$ cat src/rtl/bricks_pkg.sv
// Shared types and constants for the bat datapath: controller state encoding,
// frame-counter width and length-code helpers.
package bricks_pkg;

    typedef enum logic [1:0] {
        NORMAL = 2'd0,
        GROWN  = 2'd1,
        SHRUNK = 2'd2,
        FREEZE = 2'd3
    } bat_state_t;

    localparam int BAT_BASE_WIDTH = 27;
    localparam int FRAME_CNT_W    = 10;

    // Clamp a signed 4-bit length intermediate into the legal code range.
    function automatic logic [2:0] sat_len(input logic signed [3:0] v,
                                           input int lo, input int hi);
        if (v < lo)
            return 3'(lo);
        else if (v > hi)
            return 3'(hi);
        else
            return v[2:0];
    endfunction

    // Pixel width of the bat for a given length code.
    function automatic int bat_width(input logic [2:0] len);
        return BAT_BASE_WIDTH << (len / 2);
    endfunction

endpackage

$ cat src/rtl/frame_countdown.sv
// Loadable frame down-counter shared by power-up and freeze timing; load wins
// over tick, the count sticks at zero, expire_pulse flags the 1->0 step.
import bricks_pkg::*;

module frame_countdown (
    input  logic                   clk,
    input  logic                   reset,
    input  logic                   load,
    input  logic [FRAME_CNT_W-1:0] load_val,
    input  logic                   tick,
    output logic [FRAME_CNT_W-1:0] count,
    output logic                   expire_pulse
);

    localparam logic [FRAME_CNT_W-1:0] CNT_ONE = FRAME_CNT_W'(1);

    logic [FRAME_CNT_W-1:0] count_reg;

    always_ff @(posedge clk or posedge reset) begin
        if (reset)
            count_reg <= '0;
        else if (load)
            count_reg <= load_val;
        else if (tick && count_reg != '0)
            count_reg <= count_reg - CNT_ONE;
    end

    // Combinational so the owner can change state on the same edge the count hits 0.
    assign expire_pulse = tick & ~load & (count_reg == CNT_ONE);
    assign count        = count_reg;

endmodule

$ cat src/rtl/bat_powerup_ctrl.sv
// Bat length / key-gating controller with timed grow, shrink and post-miss freeze.
// Define POWERUP_STACK_EN for relative, stacking power-ups.
import bricks_pkg::*;

module bat_powerup_ctrl #(
    parameter int DEFAULT_LEN    = 2,
    parameter int MIN_LEN        = 0,
    parameter int MAX_LEN        = 4,
    parameter int POWERUP_FRAMES = 300,
    parameter int FREEZE_FRAMES  = 60
) (
    input  logic                   clk,
    input  logic                   reset,
    input  logic                   startOfFrame,
    input  logic                   right,
    input  logic                   left,
    input  logic                   grow,
    input  logic                   shrink,
    input  logic                   ball_lost,
    input  logic                   level_restart,
    output logic [2:0]             bat_length,
    output logic                   right_out,
    output logic                   left_out,
    output logic                   frozen,
    output logic                   powerup_active,
    output logic [FRAME_CNT_W-1:0] frames_left
);

    localparam logic [2:0]             DEF_LEN    = 3'(DEFAULT_LEN);
    localparam logic [FRAME_CNT_W-1:0] PU_LOAD    = FRAME_CNT_W'(POWERUP_FRAMES);
    localparam logic [FRAME_CNT_W-1:0] FRZ_LOAD   = FRAME_CNT_W'(FREEZE_FRAMES);

    bat_state_t state_reg, state_next;
    logic [2:0] len_reg, len_next;
    logic       right_reg, left_reg;

    logic                   cnt_load;
    logic [FRAME_CNT_W-1:0] cnt_load_val;
    logic                   cnt_expire;
    logic [FRAME_CNT_W-1:0] cnt_value;

    logic signed [3:0]      len_base;
    logic signed [3:0]      len_delta;
    logic signed [3:0]      len_sum;
    logic [2:0]             len_sat;
    logic [FRAME_CNT_W-1:0] pu_timer;

    frame_countdown u_countdown (
        .clk          (clk),
        .reset        (reset),
        .load         (cnt_load),
        .load_val     (cnt_load_val),
        .tick         (startOfFrame),
        .count        (cnt_value),
        .expire_pulse (cnt_expire)
    );

`ifdef POWERUP_STACK_EN
    logic [FRAME_CNT_W:0] stack_sum;

    assign len_base  = signed'({1'b0, len_reg});
    assign stack_sum = {1'b0, cnt_value} + {1'b0, PU_LOAD};
    // Carry out of the 10-bit sum means the total passed 1023.
    assign pu_timer  = stack_sum[FRAME_CNT_W] ? '1 : stack_sum[FRAME_CNT_W-1:0];
`else
    assign len_base  = signed'({1'b0, DEF_LEN});
    assign pu_timer  = PU_LOAD;
`endif

    assign len_delta = grow ? 4'sd2 : -4'sd2;
    assign len_sum   = len_base + len_delta;
    assign len_sat   = sat_len(len_sum, MIN_LEN, MAX_LEN);

    always_comb begin
        state_next   = state_reg;
        len_next     = len_reg;
        cnt_load     = 1'b0;
        cnt_load_val = '0;

        if (level_restart) begin
            state_next = NORMAL;
            len_next   = DEF_LEN;
            cnt_load   = 1'b1;
        end else if (ball_lost) begin
            state_next   = FREEZE;
            len_next     = DEF_LEN;
            cnt_load     = 1'b1;
            cnt_load_val = FRZ_LOAD;
        end else if ((grow ^ shrink) && state_reg != FREEZE) begin
            len_next     = len_sat;
            cnt_load     = 1'b1;
            cnt_load_val = pu_timer;
`ifdef POWERUP_STACK_EN
            if (len_sat > DEF_LEN)
                state_next = GROWN;
            else if (len_sat < DEF_LEN)
                state_next = SHRUNK;
            else begin
                state_next   = NORMAL;
                cnt_load_val = '0;
            end
`else
            state_next = grow ? GROWN : SHRUNK;
`endif
        end else if (cnt_expire) begin
            state_next = NORMAL;
            len_next   = DEF_LEN;
        end
    end

    always_ff @(posedge clk or posedge reset) begin
        if (reset) begin
            state_reg <= NORMAL;
            len_reg   <= DEF_LEN;
            right_reg <= 1'b0;
            left_reg  <= 1'b0;
        end else begin
            state_reg <= state_next;
            len_reg   <= len_next;
            // Keys follow the state being entered so they never leak into a freeze.
            right_reg <= (state_next != FREEZE) & ~level_restart & right & ~left;
            left_reg  <= (state_next != FREEZE) & ~level_restart & left & ~right;
        end
    end

    assign bat_length     = len_reg;
    assign right_out      = right_reg;
    assign left_out       = left_reg;
    assign frozen         = (state_reg == FREEZE);
    assign powerup_active = (state_reg == GROWN) || (state_reg == SHRUNK);
    assign frames_left    = cnt_value;

endmodule

$ cat config.mk
export PLATFORM = sky130hd
export DESIGN_NAME = bat_powerup_ctrl
export DESIGN_NICKNAME = d
export VERILOG_FILES = /design/src/rtl/bricks_pkg.sv /design/src/rtl/frame_countdown.sv /design/src/rtl/bat_powerup_ctrl.sv
export SDC_FILE = /design/constraint.sdc
export NUM_CORES = 1
export LEC_CHECK = 0
export ABC_AREA = 1
export CORE_ASPECT_RATIO = 0.5
export CORE_MARGIN = 5
export CORE_UTILIZATION = 43
export CTS_CLUSTER_DIAMETER = 80
export CTS_CLUSTER_SIZE = 16
export DETAILED_ROUTE_END_ITERATION = 10
export GPL_TIMING_DRIVEN = 0
export PLACE_DENSITY = 0.77
export SYNTH_ARGS = -nofsm -noshare
export SYNTH_HDL_FRONTEND = slang
export SYNTH_HIERARCHICAL = 1
export SYNTH_SLANG_ARGS = --single-unit
export TNS_END_PERCENT = 50
$ cat constraint.sdc
create_clock -name clk -period 3.5 [get_ports clk]
set_input_delay 0.35 -clock clk [delete_from_list [all_inputs] [get_ports clk]]
set_output_delay 0.35 -clock clk [all_outputs]
set_load 0.02 [all_outputs]
==> results of run 1 <==
## cell usage after synthesis
master	n	share of area (%)
nand2_1	46	15
dfrtp_1	15	33
nand3_2	3	2.6
nand3_1	12	5.2
inv_2	2	0.66
conb_1	1	0.33
nor2_4	4	3.9
o21ai_2	4	3.1
buf_4	1	0.66
xnor2_1	1	0.76
nand2_2	7	3.8
dfstp_2	1	2.3
nand2_4	2	2.0
ha_1	3	3.3
nor4_1	1	0.55
a21oi_1	1	0.44
inv_1	20	6.6
nand4_1	1	0.55
nor2_1	14	4.6
clkbuf_1	1	0.33
nand3b_1	1	0.66
nand3_4	1	1.5
o21ai_0	8	3.5
or2_2	3	1.6
xor2_1	3	2.3
buf_6	1	0.98
## per-stage QoR
| step | instance area (µm²) | util (%) | instances | total power [mW] |
|---|---|---|---|---|
| 4_1_cts | 1510 | 58.6 | 227 | 0.580 |
| 5_1_grt | 1510 | 58.6 | 227 | 0.614 |
| 6_report | 1510 | 58.6 | 227 | 0.580 |
| 2_1_floorplan | 1160 | - | 162 | 0.344 |
| 3_3_place_gp | 1450 | 56.5 | 223 | 0.408 |
| 3_5_place_dp | 1450 | 56.5 | 223 | 0.412 |
## layer usage
layer	global-route usage (%)	part of all wire, %	vias to the layer above
met4	3.91	0	0
li1	-	-	547
met5	0	0	-
met2	25.5	47	38
met3	4.29	6.3	0
met1	17.2	46	511
## final timing paths
| path | slack (ns) | to |
|---|---|---|
| max | 1.20 | state_reg[1] |
| min | 0.34 | left_out |
| max reg2reg | 1.30 | state_reg[1] |
| min reg2reg | 0.56 | bat_length[2] |
| max in group asynchronous | 2.78 | u_countdown/count[3] |
| min in group clk | 0.56 | bat_length[2] |
## area by class of cell
cell class / instances / area share, %
multi-input cells: 121 / 43.7
flip-flops and latches: 16 / 26.7
repair buffers: 24 / 15.9
inverters: 22 / 5.48
clock buffers: 4 / 3.65
well taps: 37 / 3.07
plain buffers: 3 / 1.50
## worst max-delay path: stages
cell,delay [ns]
clkdlybuf4s50_1,0.54
nand2_1,0.11
nand3_4,0.15
nand2_2,0.12
inv_2,0.19
nand4_1,0.11
nor4_1,0.44
inv_1,0.13
nand2_1,0.09
nand2_1,0.06
nand3b_1,0.08
nand2_1,0.05
## where the power goes
part           switching, mW  internal (mW)
logic                  0.105         0.0788
registers             0.0233          0.203
clock network         0.0697         0.0999
## logic make-up after synthesis
kind of cell	after synthesis
adders and majority gates	3
and+or+nand+nor	95
buffers and inverters	25
xor gates and xnor gates	4
DFF	16
other	1
AOI/OAI and AO/OA	13
==> impl_metrics.tcl, run 1 <==
set metrics [dict create \
    mostFrequentLayoutCells "nand2_1, clkdlybuf4s50_1, inv_1, dfrtp_1, nor2_1" \
    arrival_ns 2.44 \
    yosys.area_share.simple_pct 42.1 \
    fillers 234 \
    root_buffer "clkbuf_8" \
    grt_pass1_vias 957 \
    required_ns 3.65 \
    synth_fa_ha_area_share_pct 3.28 \
    synth-seq-cells 16 \
    period_share_pct 65.6 \
    gp_congestion 0.833 \
    ant_nets 0 \
    htree_levels 1 \
    tns_ns 0 \
    netlist_area_um2 1150 \
    drv_cap 0 \
    dp_hpwl_um 1970 \
    grt_pass1_wl_um 4240 \
    crit_fanout 10 \
    diodes 0 \
    leakage_nw 0.742 \
    initial_utilization_pct 44.6 \
    detail_route.iter0.violations 68 \
    setup_ws_ns 1.20 \
    via_per_inst 4.83 \
    grt.total_usage_pct 14.2 \
    routed_wirelength_um 2550 \
    hold_viol_final 0 \
    status "complete, no violations" \
    worst_hold_slack_ns 0.336 \
    cts_tree "built" \
    nets 203 \
    synthXorXnorAreaFrac_pct 3.06 \
    wire_per_inst_um 11.2 \
    multi_input_area_um2 658 \
    worst_pin_slew_ns 0.556 \
    cts_num_sinks 16 \
    drive_above_1_share_pct 17.4 \
    min_period_ns 2.30 \
    largest_reg_flops 10 \
    yosysWarnings 6 \
    rows 13 \
    min_path_type "in -> async" \
    power.density_nw_per_um2 385 \
    drc 0 \
    areaGrowthSynthToFinish_pct 31.4 \
    finalClockSkew_ns 0.00168 \
    boundaryPins 26 \
    synth_top_family_by_area "simple AND/OR/NAND/NOR gates" \
    cts_buffer_depth 2 \
    crit_start "grow" \
    worstRegToRegCells 12 \
    clk_latency_ns 0.25 \
    post_cts_resize_count 0 \
    clkTransAtPathRegs_ns 0.07 \
    post-cts-setup-buffers 0 \
    synthCells 157 \
    synth.distinct_cells 26 \
    finalSetupViolCount 0 \
    overflow 0 \
    drtPass1Iterations 4 \
    r2r-start "state_reg[1]" \
    register_area_um2 402 \
    cts_hold_buffers 0 \
    pre_cts_ws_ns 0.992 \
    io_buffers 24 \
    seq_area_frac_synth_pct 35.0 \
    dieArea_um2 3860 \
    rsz0062_at_grt "false" \
    slew_violations 0 \
    core_area_um2 2570 \
    relSlewSlack_pct 62.6 \
    synth_compound_area_share_pct 6.99 \
    fp.dieW_um 83.0 \
    clock.fmax_mhz 435 \
    grt_max_degree 11 \
    cts_buffers 3 \
    die_y_um 46.5 \
    vdd_drop_max_mv 0.239 \
    antenna_found_initial 0 \
    start_kind "primary input" \
    synthMuxAreaShare_pct 0 \
    setup.worst_path.end_class "flop" \
    syn_avg_cell_area_um2 7.30 \
    num_vias 1096 \
    crit_type "in -> reg" \
    layout_commonest_cell "nand2_1" \
]
Note: power is estimated with default switching activity, not from simulation.
==> run 2: changes to the inputs <==
==> constraint.sdc (replaced) <==
create_clock -name clk -period 2.21 [get_ports clk]
set_input_delay 0.221 -clock clk [delete_from_list [all_inputs] [get_ports clk]]
set_output_delay 0.221 -clock clk [all_outputs]
set_load 0.02 [all_outputs]
==> run 2 against run 1 <==
Sequential power increased by 59%. Sequential cell count unchanged. Clock skew about the same. Largest power group unchanged. Largest cell class unchanged. Hold slack got worse by 0.13 ns.
==> impl_metrics.tcl, run 2 (synthesis results as in run 1) <==
set metrics [dict create \
    status "complete, no violations" \
    cpPeakStageDelay_ns 0.40 \
    via_per_inst 4.75 \
    total_power_mw 0.919 \
    path_cells "ha_1 -> inv_1 -> nand3_4 -> nand2_2 -> inv_2 -> nand4_1 -> nor4_4 -> inv_1 -> nand2_1 -> nand2_1 -> nand3b_1 -> nand2_1" \
    vdd_drop_max_mv 0.378 \
    min_period_ns 2.02 \
    placed_area_um2 1450 \
    root_buffer "clkbuf_8" \
    cts_tree "built" \
    nets 203 \
    cts_num_sinks 16 \
    crit_fanout 10 \
    period_share_pct 91.2 \
    power.density_nw_per_um2 604 \
    htree_levels 1 \
    wl_met3_um 171 \
    grt_pass1_wl_um 4240 \
    reg2reg_slack_ns 0.19 \
    leakage_nw 0.744 \
    finalClockSkew_ns 0.00128 \
    routed_wirelength_um 2520 \
    required_ns 2.36 \
    clock.fmax_mhz 496 \
    fp.dieW_um 83.0 \
    wire_per_inst_um 11.1 \
    drtPass1Iterations 4 \
    boundaryPins 26 \
    diodes 0 \
    grt_pass1_vias 957 \
    cts_buffers 3 \
    drv_cap 0 \
    rsz0062_at_grt "false" \
    drive_above_1_share_pct 17.9 \
    r2r-start "state_reg[1]" \
    gp_congestion 0.833 \
    detail_route.iter0.violations 56 \
    final_core_utilization_pct 59.2 \
    largest_reg_flops 10 \
    start_kind "flop" \
    min_path_type "in -> async" \
    dieArea_um2 3860 \
    clk_latency_ns 0.25 \
    m1WireLength_um 1150 \
    clkTransAtPathRegs_ns 0.07 \
    highest_layer "met3" \
    core_area_um2 2570 \
    die_y_um 46.5 \
    wl_met2_um 1200 \
    mostFrequentLayoutCells "nand2_1, clkdlybuf4s50_1, inv_1, dfrtp_1, nor2_1" \
    dp_hpwl_um 1970 \
    num_vias 1078 \
    cp_slowest_cell "dfrtp_1" \
    grt.total_usage_pct 14.2 \
    antenna_found_initial 0 \
    reg2reg_to "state_reg[1]" \
    cts_buffer_depth 2 \
    ant_nets 0 \
    hold_viol_final 0 \
    drc 0 \
    setup.worst_path.end_class "flop" \
    rows 13 \
    grt_max_degree 11 \
    layout_commonest_cell "nand2_1" \
    finalSetupViolCount 0 \
    cts_hold_buffers 0 \
    fin_area_um2 1520 \
    io_buffers 24 \
    crit_type "reg -> reg" \
    fillers 229 \
    slew_violations 0 \
    areaGrowthSynthToFinish_pct 32.8 \
    initial_utilization_pct 44.6 \
    arrival_ns 2.16 \
    worstRegToRegCells 12 \
    crit_top_cell "nand2_1" \
    overflow 0 \
]
## run 2: cell counts in the layout (fill, tap and decap cells not counted)
No cell type changed its count.
## run 2: worst max-delay path, delay by kind of cell, from the launching register on
family | cells | cell delay [ns]
buffers and inverters | 3 | 0.38
adders and majority gates | 1 | 0.19
DFF | 1 | 0.40
and+or+nand+nor | 8 | 0.93
## run 2: how the worst max path moves through the flow
stage / start / endpoint / slack, ns / cells after the start
6_report: state_reg[1] / state_reg[1] / 0.19 / 12
5_1_grt: state_reg[1] / state_reg[1] / 0.02 / 12
4_1_cts: state_reg[1] / state_reg[1] / 0.04 / 12
3_5_place_dp: grow / state_reg[1] / -0.17 / 12
3_3_place_gp: grow / state_reg[1] / -0.11 / 12
2_1_floorplan: state_reg[1] / state_reg[1] / 0.28 / 12
## run 2: metrics by stage
step,hold slack (ns),instances,worst slack [ns],setup TNS [ns]
after floorplan,0.0112,162,0.277,0
after global placement,0.478,223,-0.112,-0.375
after detailed placement,0.485,223,-0.169,-0.582
after CTS,0.217,227,0.0423,0
after global routing,0.216,227,0.0154,0
final,0.208,227,0.195,0
## run 2: repair_timing
item                       in CTS  in global routing
setup buffers                   0                  0
setup endpoints to repair       0                  6
hold endpoints to repair        0                  0
gates resized for setup         0                  2
## run 2: report_power, final
part | total (mW) | leakage (nW) | internal, mW | switching, mW
clock | 0.269 | 0.0288 | 0.158 | 0.111
combinational | 0.291 | 0.517 | 0.125 | 0.166
sequential | 0.359 | 0.198 | 0.321 | 0.0382
total | 0.919 | 0.744 | 0.604 | 0.315
## run 2: cell type report
type | instances | area (µm²) | share of cell area, %
multi-input combinational | 121 | 673 | 44.2
sequential | 16 | 402 | 26.4
timing repair buffer | 24 | 240 | 15.8
inverter | 22 | 82.6 | 5.43
clock buffer | 4 | 55.1 | 3.62
tap | 37 | 46.3 | 3.04
buffer | 3 | 22.5 | 1.48
## run 2: metal layers
metal  up-vias  track usage, %
li1        545               -
met1       497            17.2
met2        36            25.5
met3         0            4.29
met4         0            3.91
met5         -               0
==> run 3: changes to the inputs <==
--- a/config.mk
+++ b/config.mk
@@ -6,14 +6,14 @@
 export NUM_CORES = 1
 export LEC_CHECK = 0
 export ABC_AREA = 1
-export CORE_ASPECT_RATIO = 0.5
+export ABC_CLOCK_PERIOD_IN_PS = 2210
 export CORE_MARGIN = 5
-export CORE_UTILIZATION = 43
+export CORE_UTILIZATION = 49
 export CTS_CLUSTER_DIAMETER = 80
 export CTS_CLUSTER_SIZE = 16
 export DETAILED_ROUTE_END_ITERATION = 10
 export GPL_TIMING_DRIVEN = 0
-export PLACE_DENSITY = 0.77
+export PLACE_DENSITY = 0.85
 export SYNTH_ARGS = -nofsm -noshare
 export SYNTH_HDL_FRONTEND = slang
 export SYNTH_HIERARCHICAL = 1
==> run 3 against run 2 <==
Sequential share of layout area increased by 0.87 points. Clock power decreased by 41%. Sequential power about the same. Non-clock buffer count unchanged. Combinational power about the same. Setup slack improved by 0.049 ns. Critical path depth decreased by 2. Hold slack got worse by 0.034 ns. Cell count decreased by 4.0%. Critical endpoint is now state_reg[0].
==> impl_metrics.tcl, run 3 (synthesis results as in run 1) <==
set metrics [dict create \
    status "complete, no violations" \
    largest_reg_flops 10 \
    drtPass1Iterations 4 \
    start_kind "flop" \
    period_share_pct 89.0 \
    antenna_found_initial 0 \
    cts_hold_buffers 0 \
    crit_type "reg -> reg" \
    finalClockSkew_ns 0.00462 \
    drv_cap 0 \
    root_buffer "clkbuf_4" \
    layout_commonest_cell "nand2_1" \
    via_per_inst 4.87 \
    nets 203 \
    vdd_drop_max_mv 0.390 \
    detail_route.iter0.violations 21 \
    leakage_nw 0.729 \
    cts_num_sinks 16 \
    cts_tree "built" \
    grt.total_usage_pct 16.4 \
    dieArea_um2 3410 \
    fp.dieW_um 58.4 \
    rows 17 \
    drive_above_1_share_pct 17.4 \
    hold_viol_final 0 \
    overflow 0 \
    htree_levels 1 \
    required_ns 2.37 \
    diodes 0 \
    crit_top_cell "nor2_1" \
    boundaryPins 26 \
    arrival_ns 2.13 \
    die_y_um 58.4 \
    cpPeakStageDelay_ns 0.40 \
    post-cts-setup-buffers 0 \
    instances_no_fill 218 \
    rsz0062_at_grt "false" \
    dpl.cell_count 214 \
    routed_wirelength_um 2530 \
    grt_pass1_vias 1041 \
    worstRegToRegCells 10 \
    initial_utilization_pct 51.3 \
    finalSetupViolCount 0 \
    cp_slowest_cell "dfrtp_1" \
    areaGrowthSynthToFinish_pct 28.5 \
    dp_hpwl_um 2110 \
    ant_nets 0 \
    slew_violations 0 \
    crit_fanout 10 \
    wire_per_inst_um 11.6 \
    min_path_type "in -> async" \
    clk_latency_ns 0.28 \
    grt_max_degree 11 \
    grt_pass1_wl_um 4460 \
    setup.worst_path.end_class "flop" \
    drc 0 \
    min_period_ns 1.97 \
    cts_buffers 3 \
    io_buffers 24 \
    path_cells "ha_1 -> inv_1 -> nand3_4 -> nand2_2 -> inv_2 -> nand4_1 -> nor4_2 -> nor2_1 -> a21oi_1 -> nor2_1" \
    final_core_utilization_pct 65.9 \
    clock.fmax_mhz 508 \
    cts_buffer_depth 2 \
    clkTransAtPathRegs_ns 0.09 \
    num_vias 1061 \
    mostFrequentLayoutCells "nand2_1, clkdlybuf4s50_1, inv_1, dfrtp_1, nor2_1" \
    power.density_nw_per_um2 549 \
    post_cts_resize_count 0 \
    gp_congestion 0.845 \
    core_area_um2 2230 \
]
run 3: cell counts in the layout (fill, tap and decap cells not counted):
Identical to the previous run, type by type.
run 3: area by class of cell:
cell class | count | area [µm²]
fill | 200 | 761
multi-input combinational | 121 | 664
sequential | 16 | 402
timing repair buffer | 24 | 240
inverter | 22 | 82.6
tap | 28 | 35.0
clock buffer | 4 | 26.3
buffer | 3 | 22.5
run 3: critical path: cells and delay by family, from the launching register on:
family | cells | cell delay [ns]
compound gates | 1 | 0.17
fa+ha+maj | 1 | 0.18
buf+inv | 2 | 0.27
flops | 1 | 0.40
simple gates | 6 | 0.86
run 3: power breakdown:
group          switching (mW)  total (mW)  internal [mW]  leakage (nW)
Sequential             0.0368       0.357          0.321         0.198
Combinational           0.167       0.292          0.125         0.516
Clock                  0.0897       0.160         0.0698        0.0150
run 3: metrics by stage:
step	setup WS (ns)	power, mW	TNS, ns	cell area [µm²]	hold slack, ns
floorplan	0.277	0.545	0	1160	0.0112
global placement	-0.107	0.645	-0.339	1440	0.472
detailed placement	-0.137	0.655	-0.415	1440	0.477
CTS	0.102	0.814	0	1470	0.176
global route	0.0256	0.861	0	1470	0.200
finish	0.243	0.809	0	1470	0.174
run 3: worst paths after layout:
path	start	to	slack (ns)
max reg2reg	state_reg[1]	state_reg[0]	0.24
min	reset	bat_length[2]	0.17
max	state_reg[1]	state_reg[0]	0.24
min in group clk	left	left_out	0.52
max in group asynchronous	reset	u_countdown/count[7]	1.69
min reg2reg	bat_length[2]	bat_length[2]	0.56
run 3: routing by layer:
layer | vias up | wire length [µm] | global-route usage [%]
met4 | 0 | 38 | 4.97
met5 | - | 0 | 0
met1 | 489 | 1060 | 21.3
met2 | 21 | 1360 | 28.9
li1 | 547 | - | -
met3 | 4 | 73 | 1.32
